$ cat config.mk
export PLATFORM = sky130hd
export DESIGN_NAME = frame_deframer
export DESIGN_NICKNAME = d
export VERILOG_FILES = /design/src/rtl/frame_deframer.sv
export SDC_FILE = /design/constraint.sdc
export NUM_CORES = 1
export LEC_CHECK = 0
export ABC_AREA = 1
export CORE_MARGIN = 2
export CORE_UTILIZATION = 55
export CTS_CLUSTER_SIZE = 30
export DETAILED_ROUTE_END_ITERATION = 10
export PLACE_DENSITY = 0.84
export SYNTH_ARGS = -nofsm -noshare
export SYNTH_HDL_FRONTEND = slang
export SYNTH_SLANG_ARGS = --single-unit
$ cat constraint.sdc
create_clock -name clk -period 2.1 [get_ports clk]
set_input_delay 0.315 -clock clk [delete_from_list [all_inputs] [get_ports clk]]
set_output_delay 0.315 -clock clk [all_outputs]
set_load 0.005 [all_outputs]
$ cat src/rtl/frame_deframer.sv
// Receive deframer: qualifies an alternating preamble, aligns on the SFD and
// deserialises the LSB-first payload into DATA_W-bit words until valid drops.
module frame_deframer #(
  parameter int          PRE_MIN     = 32,
  parameter logic [15:0] SFD         = 16'hF398,
  parameter int          SFD_TIMEOUT = 64,
  parameter int          DATA_W      = 8,
  parameter int          CNT_W       = 16
) (
  input  logic              clk,
  input  logic              rst,
  input  logic              data_in,
  input  logic              data_in_valid,
  output logic [DATA_W-1:0] data_out,
  output logic              data_out_valid,
  output logic              frame_active,
  output logic              frame_done,
  output logic              frame_err,
  output logic              sfd_err,
  output logic [CNT_W-1:0]  byte_cnt
);
  localparam int PW = $clog2(PRE_MIN + 1);
  localparam int TW = $clog2(SFD_TIMEOUT + 1);
  localparam int BW = (DATA_W > 1) ? $clog2(DATA_W) : 1;

  typedef enum logic [1:0] {HUNT, SYNC, PAYLOAD} state_t;

  state_t            state, state_n;
  logic [15:0]       sr, sr_n, sr_sh;
  logic [PW-1:0]     pre_cnt, pre_cnt_n;
  logic [TW-1:0]     sfd_tmr, sfd_tmr_n;
  logic [BW-1:0]     bit_cnt, bit_cnt_n;
  logic [DATA_W-1:0] data_out_n;
  logic              dov_n, done_n, ferr_n, serr_n;
  logic [CNT_W-1:0]  byte_cnt_n;

  assign sr_sh        = {data_in, sr[15:1]};
  assign frame_active = (state == PAYLOAD);

  always_comb begin
    state_n    = state;
    sr_n       = sr;
    pre_cnt_n  = pre_cnt;
    sfd_tmr_n  = sfd_tmr;
    bit_cnt_n  = bit_cnt;
    data_out_n = data_out;
    byte_cnt_n = byte_cnt;
    dov_n      = 1'b0;
    done_n     = 1'b0;
    ferr_n     = 1'b0;
    serr_n     = 1'b0;
    if (data_in_valid) sr_n = sr_sh;
    case (state)
      HUNT: begin
        if (!data_in_valid) begin
          pre_cnt_n = '0;
        end else begin
          // pre_cnt==0 means no previous bit in this run, so any bit starts a new one
          if (pre_cnt != '0 && data_in != sr[15]) pre_cnt_n = pre_cnt + PW'(1);
          else                                    pre_cnt_n = PW'(1);
          if (pre_cnt_n == PW'(PRE_MIN)) begin
            state_n   = SYNC;
            sfd_tmr_n = '0;
            pre_cnt_n = '0;
          end
        end
      end
      SYNC: begin
        if (!data_in_valid) begin
          state_n = HUNT;
        end else begin
          sfd_tmr_n = sfd_tmr + TW'(1);
          if (sr_sh == SFD) begin
            state_n    = PAYLOAD;
            bit_cnt_n  = '0;
            byte_cnt_n = '0;
          end else if (sfd_tmr_n == TW'(SFD_TIMEOUT)) begin
            serr_n  = 1'b1;
            state_n = HUNT;
          end
        end
      end
      PAYLOAD: begin
        if (!data_in_valid) begin
          done_n  = 1'b1;
          ferr_n  = (bit_cnt != '0);
          state_n = HUNT;
        end else if (bit_cnt == BW'(DATA_W - 1)) begin
          // the last DATA_W arrivals sit at the top of sr, first bit lowest
          data_out_n = sr_sh[15 -: DATA_W];
          dov_n      = 1'b1;
          bit_cnt_n  = '0;
          if (byte_cnt != '1) byte_cnt_n = byte_cnt + CNT_W'(1);
        end else begin
          bit_cnt_n = bit_cnt + BW'(1);
        end
      end
      default: state_n = HUNT;
    endcase
  end

  always_ff @(posedge clk) begin
    if (rst) begin
      state          <= HUNT;
      sr             <= '0;
      pre_cnt        <= '0;
      sfd_tmr        <= '0;
      bit_cnt        <= '0;
      data_out       <= '0;
      data_out_valid <= 1'b0;
      frame_done     <= 1'b0;
      frame_err      <= 1'b0;
      sfd_err        <= 1'b0;
      byte_cnt       <= '0;
    end else begin
      state          <= state_n;
      sr             <= sr_n;
      pre_cnt        <= pre_cnt_n;
      sfd_tmr        <= sfd_tmr_n;
      bit_cnt        <= bit_cnt_n;
      data_out       <= data_out_n;
      data_out_valid <= dov_n;
      frame_done     <= done_n;
      frame_err      <= ferr_n;
      sfd_err        <= serr_n;
      byte_cnt       <= byte_cnt_n;
    end
  end
endmodule

==> out/metrics.yaml <==
buffer_ports.inserted: 32
leakage_nw: 1.454
hold_buffers: 0
p_per_area_nw_per_um2: 613.1
setup-violations-final: 0
startpoint: "state[1]"
syn-num-nets: 481
fin_skew_ps: 6.667
drive_gt1_frac: 0.1211
synth_cells: 469
remaining_drc_errors: 0
syn_area_per_cell_um2: 6.915
ys_ff_latch: 61
fmax_ghz: 0.4971
drtPass1Iterations: 5
clk_latency_ps: 340
reg2reg_depth: 12
diodes: 0
synth.largest_area_cell: "dfxtp_1"
post-cts-setup-buffers: 0
vias: 3173
tns_ps: 0
critPathArrivalTime_ps: 1700
rr_startpoint: "pre_cnt[0]"
overflow: 0
slew_violations: 0
max_slew_margin: 0.7149
grt_start_max_net_pins: 28
hold_start: "data_out[4]"
finalCritPeriodShare: 0.9579
rows: 27
synth_area_um2: 3243
min_path_cells: 2
ir_drop_mv: 0.5787
start_util: 0.5783
hp-class: "reg -> reg"
ctsResizeCount: 0
cts_made_buffers: 9
ant_nets: 0
yosys-top-cells-area: "dfxtp_1 (38%), nand2_1 (12%), nor2_1 (9.6%), nand3_1 (5.6%), a21oi_1 (5.2%)"
critPathRequiredTime_ps: 1780
crit_path_end_kind: "output pin"
gp_congestion: 0.8874
worstMarginPinSlew_ps: 426.0
track_usage: 0.2555
timing.hold.ws_ps: 462.9
viasPerCell: 5.433
cts_sinks: 61
ctsRootBufferMaster: "clkbuf_8"
die_area_um2: 6527
yosysWarningCount: 0
die_y_um: 80.79
cts_tree: "built"
grt_pass1_vias: 2953
worstSetupPathType: "reg -> out"
yosysSeqAreaShare: 0.3765
crit_path_start_kind: "flip-flop"
cap_violations: 0
final-hold-violation-count: 0
synth_cell_types: 37
clk_pin_slew_ps: 60
outcome: "finished clean"
finalNetCount: 521
final_common_cell: "nand2_1"
dieWidth_um: 80.79
clock_path_buffers: 2
crit_fanout: 19
routedWlPerCell_um: 13.26
synth_top_cell_area_share: 0.3765
drtIter0Drc: 199
wirelength_um: 7746
final_cell_mix: "nand2_1 (105), nor2_1 (83), dfxtp_1 (61)"
dp_hpwl_um: 5336
period_minus_slack_ps: 2012
boundaryPins: 33
grt_pass1_wl_um: 13010
syn2layout_area_growth_pct: 19.14
antenna_found_initial: 0
h-tree-depth: 3
rsz0062_at_grt: "false"
coreArea_um2: 5608
## state kept, by name, summed over array words and instances (netlist names), 2 cells and up
register and cells:
sfd_tmr 7, byte_cnt 16, sr 15, bit_cnt 3, state 2, pre_cnt 6
data_out 8
## per-stage QoR
stage               setup WS (ps)  total power, mW  utilization  cell area, um^2  instances
CTS                         100.4            2.381       0.6881             3859        584
detailed placement          26.09            1.323       0.6526             3660        570
finish                      88.41            2.369       0.6890             3864        584
global placement            83.99            1.319       0.6526             3660        570
global route                14.47            2.449       0.6890             3864        584
floorplan                   480.0            1.283            -             3243        469
## path summary, 6_finish.rpt
kind	to	slack [ps]
hold reg to reg	data_out[4]	460
setup / recovery	frame_active	90
setup reg to reg	sfd_tmr[5]	250
hold / removal	data_out[4]	460
## synthesized netlist by cell type
cell	instances
nand2_1	105
nor2_1	83
dfxtp_1	61
inv_1	36
nand3_1	36
a21oi_1	34
o21ai_0	21
clkbuf_1	12
nand2_2	12
xor2_1	12
a21oi_2	9
ha_1	8
nand4_1	7
nor3_1	5
buf_4	2
inv_2	2
nor2_2	2
nor3_2	2
nor3b_1	2
a31oi_1	1
a32oi_1	1
buf_12	1
buf_6	1
clkinv_1	1
clkinv_4	1
inv_4	1
nand2_4	1
nand3_2	1
nand3b_1	1
nand4_2	1
nand4_4	1
nor2_4	1
nor3_4	1
nor4_1	1
o21a_1	1
o21bai_1	1
or2_2	1
## report_power, final
| part | internal, mW | switching, mW |
|---|---|---|
| registers | 1.18 | 0.0182 |
| logic | 0.0371 | 0.0684 |
| clock network | 0.633 | 0.435 |
## worst max-delay path, stage by stage, from the launching register on
cell	delay, ps
dfxtp_1	500
nand2_4	220
clkinv_4	130
clkdlybuf4s50_1	500
## final cells by class
type / count / area (um^2)
clock buffer: 13 / 168.9
clock inverter: 1 / 30.03
fill: 456 / 1744
inverter: 41 / 161.4
multi-input combinational: 351 / 1774
sequential: 61 / 1221
tap: 72 / 90.09
timing repair buffer: 45 / 417.9
## kinds of logic (layout without fill, tap and decap cells)
family | count (synthesis) | after routing | synth area share
AOI/OAI and AO/OA | 68 | 68 | 0.1184
buffers and inverters | 57 | 100 | 0.07793
and+or+nand+nor | 263 | 263 | 0.3638
adders and majority gates | 8 | 8 | 0.03087
xor gates and xnor gates | 12 | 12 | 0.03241
DFF | 61 | 61 | 0.3765
## layer usage
layer | routed length, um | GRT usage | up-vias
met1 | 3460 | 0.3104 | 1472
met5 | 0 | 0 | -
met4 | 172 | 0.1186 | 0
met3 | 375 | 0.06111 | 19
li1 | - | - | 1589
met2 | 3739 | 0.4283 | 93
No activity file was read; power rests on OpenSTA's default activity.
==> RTL change: new RTL, same settings <==
The 3 states of `state_t` get a one-hot encoding in 3 bits.
--- a/src/rtl/frame_deframer.sv
+++ b/src/rtl/frame_deframer.sv
@@ -23,7 +23,7 @@
   localparam int TW = $clog2(SFD_TIMEOUT + 1);
   localparam int BW = (DATA_W > 1) ? $clog2(DATA_W) : 1;
 
-  typedef enum logic [1:0] {HUNT, SYNC, PAYLOAD} state_t;
+  typedef enum logic [2:0] {HUNT = 3'b001, SYNC = 3'b010, PAYLOAD = 3'b100} state_t;
 
   state_t            state, state_n;
   logic [15:0]       sr, sr_n, sr_sh;
Function: no difference found for any inputs over 10 cycles, from zero or initial values and one cycle with rst high; not proved beyond that.
==> RTL change against the original RTL <==
Design area is 0.58% lower; synthesized cell count up 1.7%; combinational power is 9.7% lower; sequential share of layout area grew 0.71 points; total power grew 5.0%; routed wire length decreased by 0.94%; critical path depth stayed put; clock power increased by 10%; setup slack gained 0.074 ns; synthesized area decreased by 1.9%; count of clock-buffer cells in the layout shrank 1; worst hold slack better by 0.0077 ns; register-to-register slack worse by 0.06 ns; sequential cell count rose by 1; largest power group unchanged.
==> RTL change: results (changes against the original RTL) <==
| Metric | Value |
|---|---|
| Routed met1 length | `3.28 mm (-5.2%)` |
| HP Start | `data_out[0]` |
| Crit path launch | `state[2]` |
| Relative slew margins | `0.704 (-0.0108)` |
| GRT Overall Usage | `0.267 (+0.0111)` |
| Syn_nets | `489 (+1.7%)` |
| Drt first-iter violations | `190 (-4.5%)` |
| Ranking of synthesized cells by area | `dfxtp_1 (39%), nand2_1 (13%), a21oi_1 (8.5%)` |
| Inst Count DP | `577 (+1.2%)` |
| Met2 WL | `3.85 mm (+2.8%)` |
| Routed met3 length | `441 µm (+18%)` |
| Fillers | `471 (+3.3%)` |
| Post-route insts no fill | `592 (+1.4%)` |
| Met2 GRT Util | `0.473 (+0.0442)` |
| Final hold slack | `0.471 ns (+0.00775 ns)` |
| Top cells by count, synth | `nand2_1 (108), nor2_1 (67), dfxtp_1 (62), a21oi_1 (54), inv_1 (48)` |
| Drt wl/cell | `13.0 µm (-2.3%)` |
| R2R setup slack | `0.19 ns (-0.06 ns)` |
| Max IR drop VDD | `0.000576 V (-0.44%)` |
| WP data arrival | `1.62 ns (-0.08 ns)` |
| Slack of the critical path | `0.162 ns (+0.0737 ns)` |
| Pre-CTS setup slack | `0.00303 ns (-0.0231 ns)` |
| Reg2reg path depth | `10 (-2)` |
| Met1 Usage GRT | `0.311 (+0.000945)` |
| DP Wirelength | `5.34 mm (+0.16%)` |
| Layout Nets | `528 (+1.3%)` |
| Slowest cell on crit path | `clkdlybuf4s50_1` |
| GP Congestion | `0.953 (+7.3%)` |
| Seq/Total Area, Yosys | `0.390 (+0.0134)` |
| Largest net degree at the start of global routing | `32 (+14%)` |
| First-pass GRT wire length | `13.5 mm (+3.9%)` |
| Final Skew | `0.0101 ns (+0.00348 ns)` |
| DRT Pass-1 Iters | `6 (+1)` |
| Met3 usage in global routing | `0.0640 (+0.00293)` |
| Xor/xnor share of the synthesized area | `0.0248 (-0.00764)` |
| Max incr delay on CP | `0.54 ns (+0.04 ns)` |
| Lkg Pwr | `0.00147 µW (+0.76%)` |
| Synth Area in Adders | `0.0314 (+0.000582)` |
| Area after DPL | `3610 µm² (-1.3%)` |
| Outcome | `finished, final reports clean` |
| Area fraction in compound gates after synthesis | `0.128 (+0.00970)` |
## RTL change: changes by cell type in the layout (fill, tap and decap cells not counted), sizes merged, moves of 3 or more
cell   change
a21oi     +11
nor2      -18
nor3       +6
inv       +11
o21ai      +5
nand2      -7
xor2       -3
nand3      +9
## RTL change: critical path, delay by kind of cell, from the launching register on
family	cells	cell delay, ns
DFF	1	0.40
and+or+nand+nor	1	0.17
buffers and inverters	2	0.71
## RTL change: layout make-up
cell class | instances | area (µm²) | share of cell area
multi-input cells | 348 | 1690 | 0.439
flip-flops and latches | 62 | 1240 | 0.323
repair buffers | 44 | 410 | 0.107
inverters | 51 | 191 | 0.0498
well taps | 72 | 90.1 | 0.0235
clock inverters | 3 | 67.6 | 0.0176
clock buffers | 12 | 155 | 0.0404
## RTL change: power breakdown
part / internal (µW) / switching [µW] / total, µW
clock network: 727 / 454 / 1180
registers: 1200 / 15.9 / 1210
logic: 32.0 / 63.8 / 95.7
